**src/rtl/dmem_access_arbiter.sv**
```systemverilog
// Two-port round-robin arbiter and access sequencer for the
// big-endian 32-bit data memory.
module dmem_access_arbiter #(
  parameter int ADDR_W      = 8,
  parameter int DATA_W      = 32,
  parameter int RD_LAT      = 1,
  parameter int ALIGN_CHECK = 1
) (
  input  logic              clk,
  input  logic              reset,
  input  logic              m0_req,
  input  logic              m0_we,
  input  logic [ADDR_W-1:0] m0_addr,
  input  logic [DATA_W-1:0] m0_wdata,
  output logic              m0_done,
  output logic              m0_err,
  output logic [DATA_W-1:0] m0_rdata,
  input  logic              m1_req,
  input  logic              m1_we,
  input  logic [ADDR_W-1:0] m1_addr,
  input  logic [DATA_W-1:0] m1_wdata,
  output logic              m1_done,
  output logic              m1_err,
  output logic [DATA_W-1:0] m1_rdata,
  output logic              mem_rd_en,
  output logic [ADDR_W-1:0] mem_rd_addr,
  input  logic [DATA_W-1:0] mem_rd_data,
  output logic              mem_wr_en,
  output logic [ADDR_W-1:0] mem_wr_addr,
  output logic [DATA_W-1:0] mem_wr_data,
  output logic              busy
);

  typedef enum logic [1:0] {
    S_IDLE, S_WRITE, S_READ, S_RESP
  } state_t;

  state_t r_state;
  state_t w_next;

  logic              r_rr;
  logic              r_port;
  logic              r_we;
  logic              r_err;
  logic [ADDR_W-1:0] r_addr;
  logic [DATA_W-1:0] r_wdata;
  logic [DATA_W-1:0] r_rdata0;
  logic [DATA_W-1:0] r_rdata1;
  logic [2:0]        r_cnt;

  logic              w_any;
  logic              w_gnt;
  logic              w_gwe;
  logic [ADDR_W-1:0] w_gaddr;
  logic [DATA_W-1:0] w_gwdata;
  logic              w_misal;
  logic              w_rd_last;

  // With both ports asking, r_rr decides; otherwise the lone requester wins.
  assign w_any    = m0_req | m1_req;
  assign w_gnt    = (m0_req & m1_req) ? r_rr : m1_req;
  assign w_gwe    = w_gnt ? m1_we    : m0_we;
  assign w_gaddr  = w_gnt ? m1_addr  : m0_addr;
  assign w_gwdata = w_gnt ? m1_wdata : m0_wdata;
  assign w_misal  = (ALIGN_CHECK != 0) && (w_gaddr[1:0] != 2'b00);
  assign w_rd_last = (r_cnt == 3'(RD_LAT - 1));

  always_comb begin
    w_next = r_state;
    unique case (r_state)
      S_IDLE: begin
        if (w_any) begin
          if (w_misal)    w_next = S_RESP;
          else if (w_gwe) w_next = S_WRITE;
          else            w_next = S_READ;
        end
      end
      S_WRITE: w_next = S_RESP;
      S_READ:  if (w_rd_last) w_next = S_RESP;
      S_RESP:  w_next = S_IDLE;
      default: w_next = S_IDLE;
    endcase
  end

  always_ff @(posedge clk) begin
    if (reset) begin
      r_state  <= S_IDLE;
      r_rr     <= 1'b0;
      r_port   <= 1'b0;
      r_we     <= 1'b0;
      r_err    <= 1'b0;
      r_addr   <= '0;
      r_wdata  <= '0;
      r_rdata0 <= '0;
      r_rdata1 <= '0;
      r_cnt    <= '0;
    end else begin
      r_state <= w_next;
      unique case (r_state)
        S_IDLE: begin
          if (w_any) begin
            r_rr    <= ~w_gnt;
            r_port  <= w_gnt;
            r_we    <= w_gwe;
            r_err   <= w_misal;
            r_addr  <= w_gaddr;
            r_wdata <= w_gwdata;
            r_cnt   <= '0;
          end
        end
        S_READ: begin
          r_cnt <= r_cnt + 3'd1;
          if (w_rd_last) begin
            if (r_port) r_rdata1 <= mem_rd_data;
            else        r_rdata0 <= mem_rd_data;
          end
        end
        default: ;
      endcase
    end
  end

  // Enables are gated by reset so an abort never reaches the memory.
  assign mem_wr_en   = (r_state == S_WRITE) && !reset;
  assign mem_wr_addr = r_addr;
  assign mem_wr_data = r_wdata;
  assign mem_rd_en   = (r_state == S_READ) && !reset;
  assign mem_rd_addr = r_addr;

  assign m0_done  = (r_state == S_RESP) && !r_port;
  assign m1_done  = (r_state == S_RESP) &&  r_port;
  assign m0_err   = m0_done && r_err;
  assign m1_err   = m1_done && r_err;
  assign m0_rdata = r_rdata0;
  assign m1_rdata = r_rdata1;
  assign busy     = (r_state != S_IDLE);

endmodule
```
**config.mk**
```make
export PLATFORM = sky130hd
export DESIGN_NAME = dmem_access_arbiter
export DESIGN_NICKNAME = d
export VERILOG_FILES = /design/src/rtl/dmem_access_arbiter.sv
export SDC_FILE = /design/constraint.sdc
export NUM_CORES = 1
export LEC_CHECK = 0
export CAP_MARGIN = 20
export CORE_UTILIZATION = 35
export DETAILED_ROUTE_END_ITERATION = 8
export GPL_ROUTABILITY_DRIVEN = 0
export PLACE_DENSITY = 0.84
export SYNTH_ARGS = -nofsm -noshare
export SYNTH_HDL_FRONTEND = slang
export SYNTH_SLANG_ARGS = --single-unit
```
**constraint.sdc**
```tcl
create_clock -name clk -period 1.7 [get_ports clk]
set_input_delay 0.17 -clock clk [delete_from_list [all_inputs] [get_ports clk]]
set_output_delay 0.17 -clock clk [all_outputs]
set_load 0.02 [all_outputs]
```
==> results of run 1 <==
[Yosys cell counts, drive strengths merged]
| cell type | instances | area (um^2) |
|---|---|---|
| a2111o | 1 | 11.3 |
| a2111oi | 1 | 15.0 |
| a211oi | 2 | 15.0 |
| a21oi | 106 | 531 |
| a22oi | 1 | 7.51 |
| a311oi | 2 | 17.5 |
| a32o | 1 | 10.0 |
| a32oi | 38 | 333 |
| and2 | 3 | 18.8 |
| and3 | 1 | 6.26 |
| and4b | 1 | 10.0 |
| buf | 45 | 260 |
| clkbuf | 20 | 75.1 |
| dfxtp | 112 | 2240 |
| ha | 7 | 87.6 |
| inv | 7 | 26.3 |
| nand2 | 131 | 492 |
| nand2b | 4 | 25.0 |
| nand3 | 5 | 25.0 |
| nand4b | 1 | 8.76 |
| nand4bb | 1 | 11.3 |
| nor2 | 6 | 22.5 |
| nor2b | 4 | 25.0 |
| nor3 | 2 | 10.0 |
| nor3b | 1 | 12.5 |
| nor4 | 1 | 6.26 |
| nor4bb | 1 | 10.0 |
| o211ai | 38 | 285 |
| o21a | 1 | 7.51 |
| o21ai | 7 | 35.0 |
| o32ai | 2 | 25.0 |
| o41ai | 1 | 8.76 |
| or3b | 1 | 8.76 |
| or4b | 2 | 20.0 |
| or4bb | 1 | 11.3 |
[where the power goes]
group / switching, W / internal (W)
logic: 0.00251 / 0.00228
registers: 0.000301 / 0.00313
clock network: 0.00104 / 0.00103
[sequential cells by signal, summed over array words and instances, names as in the netlist]
name         cells
m1_rdata        32
r_rr             1
r_port           1
r_cnt            3
mem_rd_addr      8
r_err            1
r_state          2
mem_wr_data     32
m0_rdata        32
[worst register-to-register path: cells and delay by family (launching register included)]
kind	cells	cell delay, ns
compound gates	1	0.12
fa+ha+maj	1	0.21
simple gates	2	0.63
flops	1	0.34
buf+inv	2	0.23
[layout make-up]
class | instances | area, um^2
multi-input cells | 374 | 2180
clock buffers | 9 | 225
fillers | 1156 | 5430
well taps | 176 | 220
flip-flops and latches | 112 | 2240
repair buffers | 273 | 2790
clock inverters | 7 | 63.8
inverters | 7 | 26.3
[layer usage]
metal	vias to the layer above	routed length, um
met1	2335	6160
met5	-	0
li1	2429	-
met4	0	380
met3	27	1160
met2	213	7380
[worst min-delay path by stage]
stage / end / slack (ns) / cells past startpoint
floorplan: m0_rdata[23] / 0.31 / 2
global placement: r_cnt[0] / 0.43 / 2
detailed placement: r_cnt[0] / 0.43 / 2
CTS: r_cnt[0] / 0.06 / 2
global route: r_cnt[0] / 0.07 / 2
finish: r_cnt[0] / 0.07 / 2
[logic make-up (layout without fill, tap and decap cells)]
kind of cell	count (synthesis)	in the layout	synth area share (%)
AOI/OAI and AO/OA	201	201	27.6
adders and majority gates	7	7	1.86
and+or+nand+nor	166	166	15.3
buffers and inverters	72	296	7.67
DFF	112	112	47.5
[metrics by stage]
stage	std cells	hold WS (ns)	cell area, um^2	total power (W)
floorplan	558	0.306	4720	0.00598
CTS	956	0.0555	7710	0.0102
finish	958	0.0730	7760	0.0103
detailed placement	940	0.433	7410	0.00817
global placement	940	0.433	7410	0.00808
global route	958	0.0672	7760	0.0109
[timing repair]
item                                    in CTS  in global routing
cloned                                       0                  1
gates resized for setup                     19                 13
endpoints found under the setup margin       9                 21
hold buffers                                 0                  0
pin swaps                                    0                  1
buffers inserted                             0                  1
==> metrics.txt, run 1 <==
# TYPE chip_impl_metric gauge
chip_impl_metric{name="grt_start_max_net_pins",unit=""} 87
chip_impl_metric{name="timing_hold_violations_final",unit=""} 0
chip_impl_metric{name="maxSlewViolCount",unit=""} 0
chip_impl_metric{name="max_clock_freq",unit="GHz"} 0.605
chip_impl_metric{name="grt_use_total",unit="%"} 21.0
chip_impl_metric{name="max_slew.worst_pin.slew",unit="ns"} 0.394
chip_impl_metric{name="post_route_cells_drive_above_1_share",unit="%"} 9.85
chip_impl_metric{name="drtPass1Iterations",unit=""} 5
chip_impl_info{name="start_kind",value="flop"} 1
chip_impl_metric{name="pin_count",unit=""} 237
chip_impl_metric{name="leakagePower",unit="nW"} 2.65
chip_impl_info{name="path_type_of_the_worst_min_delay_path",value="in -> reg"} 1
chip_impl_metric{name="postSynthCellCount",unit=""} 558
chip_impl_metric{name="place_hpwl",unit="um"} 10500
chip_impl_metric{name="drc_errors",unit=""} 0
chip_impl_info{name="layout.cells.most_common",value="sky130_fd_sc_hd__clkdlybuf4s50_1"} 1
chip_impl_metric{name="final_antenna_net_count",unit=""} 0
chip_impl_metric{name="path_clk_slew",unit="ns"} 0.08
chip_impl_info{name="grt_setup_unrepaired",value="yes"} 1
chip_impl_metric{name="met1_track_demand_over_resource_in_global_routing",unit="%"} 24.3
chip_impl_metric{name="setup_slack",unit="ns"} 0.0466
chip_impl_metric{name="timing.critical_path.buf_inv",unit=""} 2
chip_impl_metric{name="number_of_buffers_inserted_during_clock_tree_synthesis",unit=""} 9
chip_impl_info{name="hold_path.startpoint",value="reset"} 1
chip_impl_metric{name="synth.ff_latch_count",unit=""} 112
chip_impl_metric{name="start_util",unit="%"} 35.8
chip_impl_info{name="cts_tree",value="yes"} 1
chip_impl_metric{name="utilization",unit="%"} 58.8
chip_impl_metric{name="std_cell_rows",unit=""} 42
chip_impl_metric{name="num_vias",unit=""} 5004
chip_impl_metric{name="antenna_found_initial",unit=""} 0
chip_impl_info{name="rr_startpoint",value="r_state[1]"} 1
chip_impl_metric{name="timing.reg2reg.setup_slack",unit="ns"} 0.05
chip_impl_metric{name="grt_use_met3",unit="%"} 6.44
chip_impl_metric{name="synth_nets",unit=""} 683
chip_impl_metric{name="design.final.nets",unit=""} 902
chip_impl_info{name="top_usage_layer",value="met2"} 1
chip_impl_metric{name="ys_seq_area_share",unit="%"} 47.5
chip_impl_metric{name="final.setup.tns",unit="ns"} 0
chip_impl_metric{name="drv_cap",unit=""} 0
chip_impl_metric{name="insertedDiodeCount",unit=""} 0
chip_impl_metric{name="cp.required",unit="ns"} 1.92
chip_impl_metric{name="syn-mean-instance-area",unit="um^2"} 8.45
chip_impl_info{name="setup.worst_path.end_class",value="flop"} 1
chip_impl_metric{name="wl_per_cell",unit="um"} 15.7
chip_impl_metric{name="finalSetupViolations",unit=""} 0
chip_impl_metric{name="cts_max_level",unit=""} 3
chip_impl_info{name="cp_cell_sequence",value="inv_1 > buf_4 > ha_2 > or4bb_1 > nor3_1 > o32ai_2"} 1
chip_impl_info{name="worstSetupEndpoint",value="r_state[1]"} 1
chip_impl_metric{name="die_h",unit="um"} 118
chip_impl_metric{name="layout_min_cycle_time",unit="ns"} 1.65
chip_impl_info{name="root_buffer",value="sky130_fd_sc_hd__clkbuf_16"} 1
chip_impl_metric{name="portBuffers",unit=""} 236
chip_impl_metric{name="cpPeakStageDelay",unit="ns"} 0.39
chip_impl_metric{name="via_per_inst",unit=""} 5.22
chip_impl_metric{name="areaGrowthSynthToFinish",unit="%"} 64.5
chip_impl_metric{name="crit_fanout",unit=""} 5
chip_impl_info{name="crit_family",value="simple AND/OR/NAND/NOR gates"} 1
chip_impl_metric{name="detailedPlace.worstSlack",unit="ns"} -0.0434
chip_impl_metric{name="numClockSinks",unit=""} 112
chip_impl_metric{name="power.density_cell_area",unit="nW/um^2"} 1330
chip_impl_metric{name="warnings_synthesis",unit=""} 0
chip_impl_info{name="timing_worst_setup_path_type",value="reg -> reg"} 1
chip_impl_metric{name="irDropWorstVdd",unit="mV"} 0.637
chip_impl_metric{name="first_global_vias",unit=""} 4745
chip_impl_metric{name="timing.max_slew.rel_slack",unit="%"} 73.7
chip_impl_info{name="worst_path_max_delay_cell",value="sky130_fd_sc_hd__or4bb_1"} 1
chip_impl_metric{name="post_synth_num_cell_types",unit=""} 41
chip_impl_metric{name="syn_area",unit="um^2"} 4720
chip_impl_metric{name="finalCritPeriodShare",unit="%"} 97.3
chip_impl_metric{name="fp.coreArea",unit="um^2"} 13200
chip_impl_metric{name="gr-total-overflow",unit=""} 0
chip_impl_metric{name="crit_arrival",unit="ns"} 1.88
chip_impl_metric{name="timing.reg2reg.worst_path_depth",unit=""} 6
chip_impl_metric{name="detailedRoute.firstIterationViolations",unit=""} 307
chip_impl_metric{name="clock_insertion_delay_worst_skew",unit="ns"} 0.35
chip_impl_info{name="worst_setup_path_startpoint",value="r_state[1]"} 1
chip_impl_metric{name="clock_tree.buffer_depth",unit=""} 2
chip_impl_metric{name="worst_clock_skew",unit="ns"} 0.00715
chip_impl_info{name="outcome",value="finished, final reports clean"} 1
chip_impl_metric{name="die_width",unit="um"} 118
chip_impl_metric{name="grt_first_pass_wirelength",unit="um"} 23400
chip_impl_metric{name="postRouteWirelength",unit="um"} 15100
chip_impl_info{name="layout.cells.most_common_list",value="sky130_fd_sc_hd__clkdlybuf4s50_1, sky130_fd_sc_hd__nand2_1, sky130_fd_sc_hd__dfxtp_1"} 1
chip_impl_info{name="r2r-end",value="r_state[1]"} 1
chip_impl_metric{name="dieArea",unit="um^2"} 13900
chip_impl_metric{name="globalRouteMet2Util",unit="%"} 36.0
chip_impl_metric{name="crit_cells",unit=""} 6
(Power assumes the default switching activity.)
==> run 2: changes to the inputs <==
--- a/config.mk
+++ b/config.mk
@@ -10,3 +10,2 @@
 export DETAILED_ROUTE_END_ITERATION = 8
-export GPL_ROUTABILITY_DRIVEN = 0
 export PLACE_DENSITY = 0.84
==> constraint.sdc (replaced) <==
create_clock -name clk -period 1.7 [get_ports clk]
set_input_delay 0.34 -clock clk [delete_from_list [all_inputs] [get_ports clk]]
set_output_delay 0.34 -clock clk [all_outputs]
set_load 0.02 [all_outputs]
==> run 2 against run 1 <==
Against the previous run:
- die area stayed put
- routed wire length is 0.90% lower
- critical path type is now reg -> out
- power is 1.8% higher
- global-route usage hardly changed
==> metrics.txt, run 2 (synthesis gave the netlist of run 1 again) <==
# TYPE chip_impl_metric gauge
chip_impl_info{name="grt_setup_unrepaired",value="yes"} 1
chip_impl_info{name="timing_worst_setup_path_type",value="reg -> out"} 1
chip_impl_metric{name="areaGrowthSynthToFinish",unit="%"} 66.1
chip_impl_metric{name="pin_count",unit=""} 237
chip_impl_info{name="start_kind",value="flop"} 1
chip_impl_metric{name="std_cell_rows",unit=""} 42
chip_impl_metric{name="maxSlewViolCount",unit=""} 0
chip_impl_metric{name="finalSetupViolations",unit=""} 0
chip_impl_metric{name="power.density_cell_area",unit="nW/um^2"} 1340
chip_impl_info{name="layout.cells.most_common",value="sky130_fd_sc_hd__clkdlybuf4s50_1"} 1
chip_impl_metric{name="wl_per_cell",unit="um"} 15.6
chip_impl_metric{name="gr-total-overflow",unit=""} 0
chip_impl_metric{name="netSwitchingPower",unit="W"} 0.00380
chip_impl_info{name="top_usage_layer",value="met2"} 1
chip_impl_metric{name="num_vias",unit=""} 5029
chip_impl_info{name="path_type_of_the_worst_min_delay_path",value="reg -> reg"} 1
chip_impl_metric{name="die_width",unit="um"} 118
chip_impl_metric{name="power_frac_clock",unit="%"} 21.8
chip_impl_metric{name="dieArea",unit="um^2"} 13900
chip_impl_metric{name="grt_use_total",unit="%"} 21.0
chip_impl_metric{name="drc_errors",unit=""} 0
chip_impl_metric{name="layout_min_cycle_time",unit="ns"} 1.67
chip_impl_metric{name="drtPass1Iterations",unit=""} 6
chip_impl_metric{name="clock_tree.buffer_depth",unit=""} 2
chip_impl_metric{name="finalInstanceArea",unit="um^2"} 7830
chip_impl_metric{name="detailedRoute.firstIterationViolations",unit=""} 224
chip_impl_metric{name="final_antenna_net_count",unit=""} 0
chip_impl_metric{name="numClockSinks",unit=""} 112
chip_impl_info{name="root_buffer",value="sky130_fd_sc_hd__clkbuf_16"} 1
chip_impl_metric{name="cts_max_level",unit=""} 3
chip_impl_metric{name="irDropWorstVdd",unit="mV"} 0.696
chip_impl_metric{name="clock_insertion_delay_worst_skew",unit="ns"} 0.35
chip_impl_metric{name="met1_track_demand_over_resource_in_global_routing",unit="%"} 25.0
chip_impl_info{name="setup.worst_path.end_class",value="primary output"} 1
chip_impl_metric{name="max_slew.worst_pin.slew",unit="ns"} 0.399
chip_impl_metric{name="finalCritPeriodShare",unit="%"} 98.0
chip_impl_metric{name="portBuffers",unit=""} 236
chip_impl_metric{name="timing.max_slew.rel_slack",unit="%"} 73.4
chip_impl_metric{name="drv_cap",unit=""} 0
chip_impl_metric{name="grt_start_max_net_pins",unit=""} 86
chip_impl_metric{name="fp.coreArea",unit="um^2"} 13200
chip_impl_metric{name="crit_arrival",unit="ns"} 1.33
chip_impl_metric{name="timing_hold_violations_final",unit=""} 0
chip_impl_metric{name="crit_fanout",unit=""} 4
chip_impl_metric{name="insertedDiodeCount",unit=""} 0
chip_impl_info{name="layout.cells.most_common_list",value="sky130_fd_sc_hd__clkdlybuf4s50_1, sky130_fd_sc_hd__nand2_1, sky130_fd_sc_hd__dfxtp_1"} 1
chip_impl_metric{name="post_route_cells_drive_above_1_share",unit="%"} 10.9
chip_impl_metric{name="antenna_found_initial",unit=""} 0
chip_impl_metric{name="max_clock_freq",unit="GHz"} 0.600
chip_impl_metric{name="place_hpwl",unit="um"} 10300
chip_impl_metric{name="die_h",unit="um"} 118
chip_impl_metric{name="cp.required",unit="ns"} 1.36
chip_impl_metric{name="start_util",unit="%"} 35.8
chip_impl_metric{name="path_clk_slew",unit="ns"} 0.07
chip_impl_metric{name="power.switching_fraction",unit="%"} 36.3
chip_impl_metric{name="design.final.nets",unit=""} 903
chip_impl_metric{name="gp_congestion",unit=""} 0.786
chip_impl_metric{name="cell_count_of_the_worst_hold_path",unit=""} 2
chip_impl_metric{name="fillers",unit=""} 1133
chip_impl_metric{name="grt_first_pass_wirelength",unit="um"} 23400
chip_impl_info{name="cts_tree",value="yes"} 1
chip_impl_metric{name="via_per_inst",unit=""} 5.24
chip_impl_metric{name="leakagePower",unit="nW"} 2.84
chip_impl_metric{name="p_int",unit="W"} 0.00667
chip_impl_metric{name="combinationalPowerShare",unit="%"} 45.2
chip_impl_metric{name="globalRouteMet2Util",unit="%"} 36.1
chip_impl_metric{name="postRouteWirelength",unit="um"} 14900
chip_impl_metric{name="grt_use_met3",unit="%"} 5.47
chip_impl_metric{name="number_of_buffers_inserted_during_clock_tree_synthesis",unit=""} 9
chip_impl_metric{name="cts_hold_buf",unit=""} 0
chip_impl_metric{name="seq_power_share",unit="%"} 33.0
chip_impl_metric{name="timing.reg2reg.worst_path_depth",unit=""} 6
chip_impl_metric{name="final_hold_slack",unit="ns"} 0.452
chip_impl_metric{name="post_dp_cell_area",unit="um^2"} 7400
chip_impl_metric{name="first_global_vias",unit=""} 4682
chip_impl_info{name="outcome",value="finished, final reports clean"} 1
chip_impl_metric{name="worst_clock_skew",unit="ns"} 0.00457
-- run 2: cell count changes in the layout (fill, tap and decap cells not counted), sizes merged --
cell | before | now
clkdlybuf4s50 | 228 | 215
dlymetal6s2s | 0 | 10
buf | 38 | 46
clkdlybuf4s15 | 4 | 0
clkbuf | 12 | 9
dlygate4sd2 | 0 | 3
bufinv | 0 | 2
inv | 10 | 8
-- run 2: worst paths after layout --
check	start	to	slack, ns
setup / recovery	r_state[1]	m1_err	0.03
hold / removal	m0_rdata[3]	m0_rdata[3]	0.45
setup reg to reg	r_state[0]	r_state[1]	0.06
hold reg to reg	m0_rdata[3]	m0_rdata[3]	0.45
-- run 2: layout make-up --
type | instances | area (um^2) | area share (%)
clock buffer | 9 | 225 | 2.88
clock inverter | 7 | 93.8 | 1.20
inverter | 7 | 31.3 | 0.399
multi-input combinational | 374 | 2230 | 28.5
sequential | 112 | 2250 | 28.7
tap | 176 | 220 | 2.81
timing repair buffer | 274 | 2780 | 35.5
-- run 2: worst max-delay path, stage by stage, from the launching register on --
cell and delay [ns]:
sky130_fd_sc_hd__dfxtp_4 0.37, sky130_fd_sc_hd__ha_4 0.18, sky130_fd_sc_hd__buf_4 0.13, sky130_fd_sc_hd__and3_1 0.18, sky130_fd_sc_hd__buf_6 0.13
-- run 2: repair_timing --
action	in CTS	in global routing
setup buffers	0	1
resized for setup	42	27
pin swaps	1	4
setup endpoints to repair	12	17
-- run 2: metal layers --
metal	vias up	share of wire (%)
met3	21	6.7
met4	0	2.0
met1	2370	42
li1	2423	-
met5	-	0
met2	215	49
-- run 2: power groups by stage --
| stage | Clock [W] | Combinational, W | Sequential, W |
|---|---|---|---|
| 2_1_floorplan | 0 | 0.00199 | 0.00399 |
| 3_3_place_gp | 0 | 0.00461 | 0.00346 |
| 3_5_place_dp | 0 | 0.00465 | 0.00348 |
| 4_1_cts | 0.00234 | 0.00469 | 0.00345 |
| 5_1_grt | 0.00245 | 0.00508 | 0.00352 |
| 6_report | 0.00228 | 0.00474 | 0.00346 |
-- run 2: per-stage QoR --
stage | setup WS [ns] | total power [W] | cells | util, % | setup TNS, ns
3_5_place_dp | -0.197 | 0.00813 | 942 | 56.1 | -6.81
6_report | 0.0337 | 0.0105 | 959 | 59.4 | 0
4_1_cts | -0.0136 | 0.0105 | 958 | 58.7 | -0.0227
5_1_grt | -0.00907 | 0.0111 | 959 | 59.4 | -0.0235
3_3_place_gp | -0.162 | 0.00807 | 942 | 56.1 | -5.67
2_1_floorplan | 0.110 | 0.00598 | 558 | - | 0
==> run 3: changes to the inputs <==
CORE_UTILIZATION = 36   (was 35)
PLACE_DENSITY = 0.86   (was 0.84)
==> run 3 against run 2 <==
Against the previous run:
- die area decreased by 2.7%
- clock power decreased by 11%
- combinational power decreased by 4%
- hold slack got worse by 0.045 ns
- power decreased by 4.0%
- non-clock buffer count increased by 1
- register-to-register slack about the same
- largest cell class unchanged
- maximum frequency about the same
- critical endpoint unchanged
- setup slack got worse by 0.0015 ns
- final area decreased by 1.5%
==> metrics.txt, run 3 (synthesis gave the netlist of run 1 again) <==
# TYPE chip_impl_metric gauge
chip_impl_metric{name="crit_fanout",unit=""} 4
chip_impl_metric{name="worst_clock_skew",unit="ns"} 0.00939
chip_impl_metric{name="insertedDiodeCount",unit=""} 0
chip_impl_metric{name="std_cell_rows",unit=""} 41
chip_impl_metric{name="num_vias",unit=""} 5039
chip_impl_metric{name="antenna_found_initial",unit=""} 0
chip_impl_metric{name="dieArea",unit="um^2"} 13600
chip_impl_metric{name="clock_insertion_delay_worst_skew",unit="ns"} 0.35
chip_impl_metric{name="grt_use_met3",unit="%"} 7.42
chip_impl_metric{name="post_dp_cell_area",unit="um^2"} 7380
chip_impl_metric{name="numClockSinks",unit=""} 112
chip_impl_metric{name="grt_start_max_net_pins",unit=""} 47
chip_impl_metric{name="place_hpwl",unit="um"} 10500
chip_impl_info{name="grt_setup_unrepaired",value="yes"} 1
chip_impl_metric{name="grt_use_total",unit="%"} 21.5
chip_impl_metric{name="final.setup.tns",unit="ns"} 0
chip_impl_metric{name="design.final.nets",unit=""} 904
chip_impl_info{name="outcome",value="finished, final reports clean"} 1
chip_impl_metric{name="clock_tree.buffer_depth",unit=""} 2
chip_impl_metric{name="cts_max_level",unit=""} 3
chip_impl_info{name="cts_tree",value="yes"} 1
chip_impl_metric{name="final_antenna_net_count",unit=""} 0
chip_impl_info{name="timing_worst_setup_path_type",value="reg -> out"} 1
chip_impl_metric{name="finalSetupViolations",unit=""} 0
chip_impl_metric{name="max_clock_freq",unit="GHz"} 0.600
chip_impl_metric{name="cp.required",unit="ns"} 1.36
chip_impl_metric{name="timing.reg2reg.worst_path_depth",unit=""} 6
chip_impl_metric{name="drv_cap",unit=""} 0
chip_impl_metric{name="path_clk_slew",unit="ns"} 0.08
chip_impl_info{name="setup.worst_path.end_class",value="primary output"} 1
chip_impl_info{name="top_usage_layer",value="met2"} 1
chip_impl_metric{name="final-instance-count-excl-fill",unit=""} 956
chip_impl_metric{name="maxSlewViolCount",unit=""} 0
chip_impl_metric{name="finalCritPeriodShare",unit="%"} 98.1
chip_impl_metric{name="placed_cell_count",unit=""} 939
chip_impl_metric{name="via_per_inst",unit=""} 5.27
chip_impl_metric{name="wl_per_cell",unit="um"} 15.8
chip_impl_metric{name="final_hold_slack",unit="ns"} 0.408
chip_impl_metric{name="layout_min_cycle_time",unit="ns"} 1.67
chip_impl_metric{name="grt_first_pass_wirelength",unit="um"} 22800
chip_impl_info{name="root_buffer",value="sky130_fd_sc_hd__clkbuf_16"} 1
chip_impl_info{name="layout.cells.most_common",value="sky130_fd_sc_hd__clkdlybuf4s50_1"} 1
chip_impl_metric{name="crit_arrival",unit="ns"} 1.33
chip_impl_metric{name="drtPass1Iterations",unit=""} 4
chip_impl_metric{name="leakagePower",unit="nW"} 2.97
chip_impl_metric{name="finalInstanceArea",unit="um^2"} 7710
chip_impl_metric{name="die_width",unit="um"} 116
chip_impl_metric{name="number_of_buffers_inserted_during_clock_tree_synthesis",unit=""} 9
chip_impl_metric{name="power.density_cell_area",unit="nW/um^2"} 1300
chip_impl_metric{name="timing.max_slew.rel_slack",unit="%"} 67.9
chip_impl_metric{name="cts_hold_buf",unit=""} 0
chip_impl_metric{name="max_slew.worst_pin.slew",unit="ns"} 0.482
chip_impl_metric{name="portBuffers",unit=""} 236
chip_impl_metric{name="irDropWorstVdd",unit="mV"} 0.618
chip_impl_info{name="layout.cells.most_common_list",value="sky130_fd_sc_hd__clkdlybuf4s50_1, sky130_fd_sc_hd__nand2_1, sky130_fd_sc_hd__dfxtp_1"} 1
chip_impl_metric{name="start_util",unit="%"} 37.2
chip_impl_metric{name="fp.coreArea",unit="um^2"} 12700
chip_impl_metric{name="globalRouteMet2Util",unit="%"} 37.6
chip_impl_metric{name="first_global_vias",unit=""} 4640
chip_impl_metric{name="die_h",unit="um"} 116
chip_impl_metric{name="cell_count_of_the_worst_hold_path",unit=""} 3
chip_impl_metric{name="post_route_cells_drive_above_1_share",unit="%"} 10.1
chip_impl_info{name="path_type_of_the_worst_min_delay_path",value="in -> reg"} 1
chip_impl_metric{name="met1_track_demand_over_resource_in_global_routing",unit="%"} 24.6
chip_impl_metric{name="drc_errors",unit=""} 0
chip_impl_metric{name="postRouteWirelength",unit="um"} 15100
chip_impl_metric{name="timing_hold_violations_final",unit=""} 0
chip_impl_info{name="start_kind",value="flop"} 1
chip_impl_metric{name="areaGrowthSynthToFinish",unit="%"} 63.6
chip_impl_metric{name="gr-total-overflow",unit=""} 0
chip_impl_metric{name="detailedRoute.firstIterationViolations",unit=""} 296
chip_impl_metric{name="gp_congestion",unit=""} 0.804
chip_impl_metric{name="pin_count",unit=""} 237
## run 3: final timing paths
kind,startpoint,endpoint,slack (ns)
min reg2reg,m1_rdata[18],m1_rdata[18],0.45
max reg2reg,r_state[0],r_state[1],0.07
min,reset,r_cnt[2],0.41
max,r_state[1],m1_err,0.03
## run 3: cell type report
class	count	area [um^2]
multi-input combinational	374	2170
timing repair buffer	275	2770
tap	172	215
fill	1096	4960
inverter	7	26.3
sequential	112	2250
clock buffer	9	225
clock inverter	7	56.3
## run 3: metrics by stage
stage / utilization, % / setup WS, ns / power, W
floorplan: - / 0.110 / 0.00598
global route: 60.9 / -0.0212 / 0.0106
CTS: 60.2 / -0.0206 / 0.0101
detailed placement: 58.2 / -0.162 / 0.00808
global placement: 58.2 / -0.109 / 0.00798
finish: 60.9 / 0.0322 / 0.0101
## run 3: critical path, cell delays in order, from the launching register on
cell and delay [ns]:
sky130_fd_sc_hd__dfxtp_4 0.36, sky130_fd_sc_hd__ha_2 0.18, sky130_fd_sc_hd__buf_4 0.13, sky130_fd_sc_hd__and3_1 0.17, sky130_fd_sc_hd__buf_6 0.13
## run 3: report_power, final
part / switching [W] / internal (W)
sequential: 0.000301 / 0.00314
clock: 0.00103 / 0.00101
combinational: 0.00246 / 0.00211
## run 3: what timing repair did
action | CTS | global route
endpoints found under the setup margin | 19 | 40
buffers inserted | 0 | 1
pin swaps | 0 | 2
gates resized for setup | 40 | 32
hold endpoints to repair | 0 | 0
cloned | 0 | 0
## run 3: layer usage
metal | vias up | routed length, um
met5 | - | 0
met4 | 0 | 273
met3 | 18 | 1500
met2 | 228 | 7280
met1 | 2362 | 6040
li1 | 2431 | -
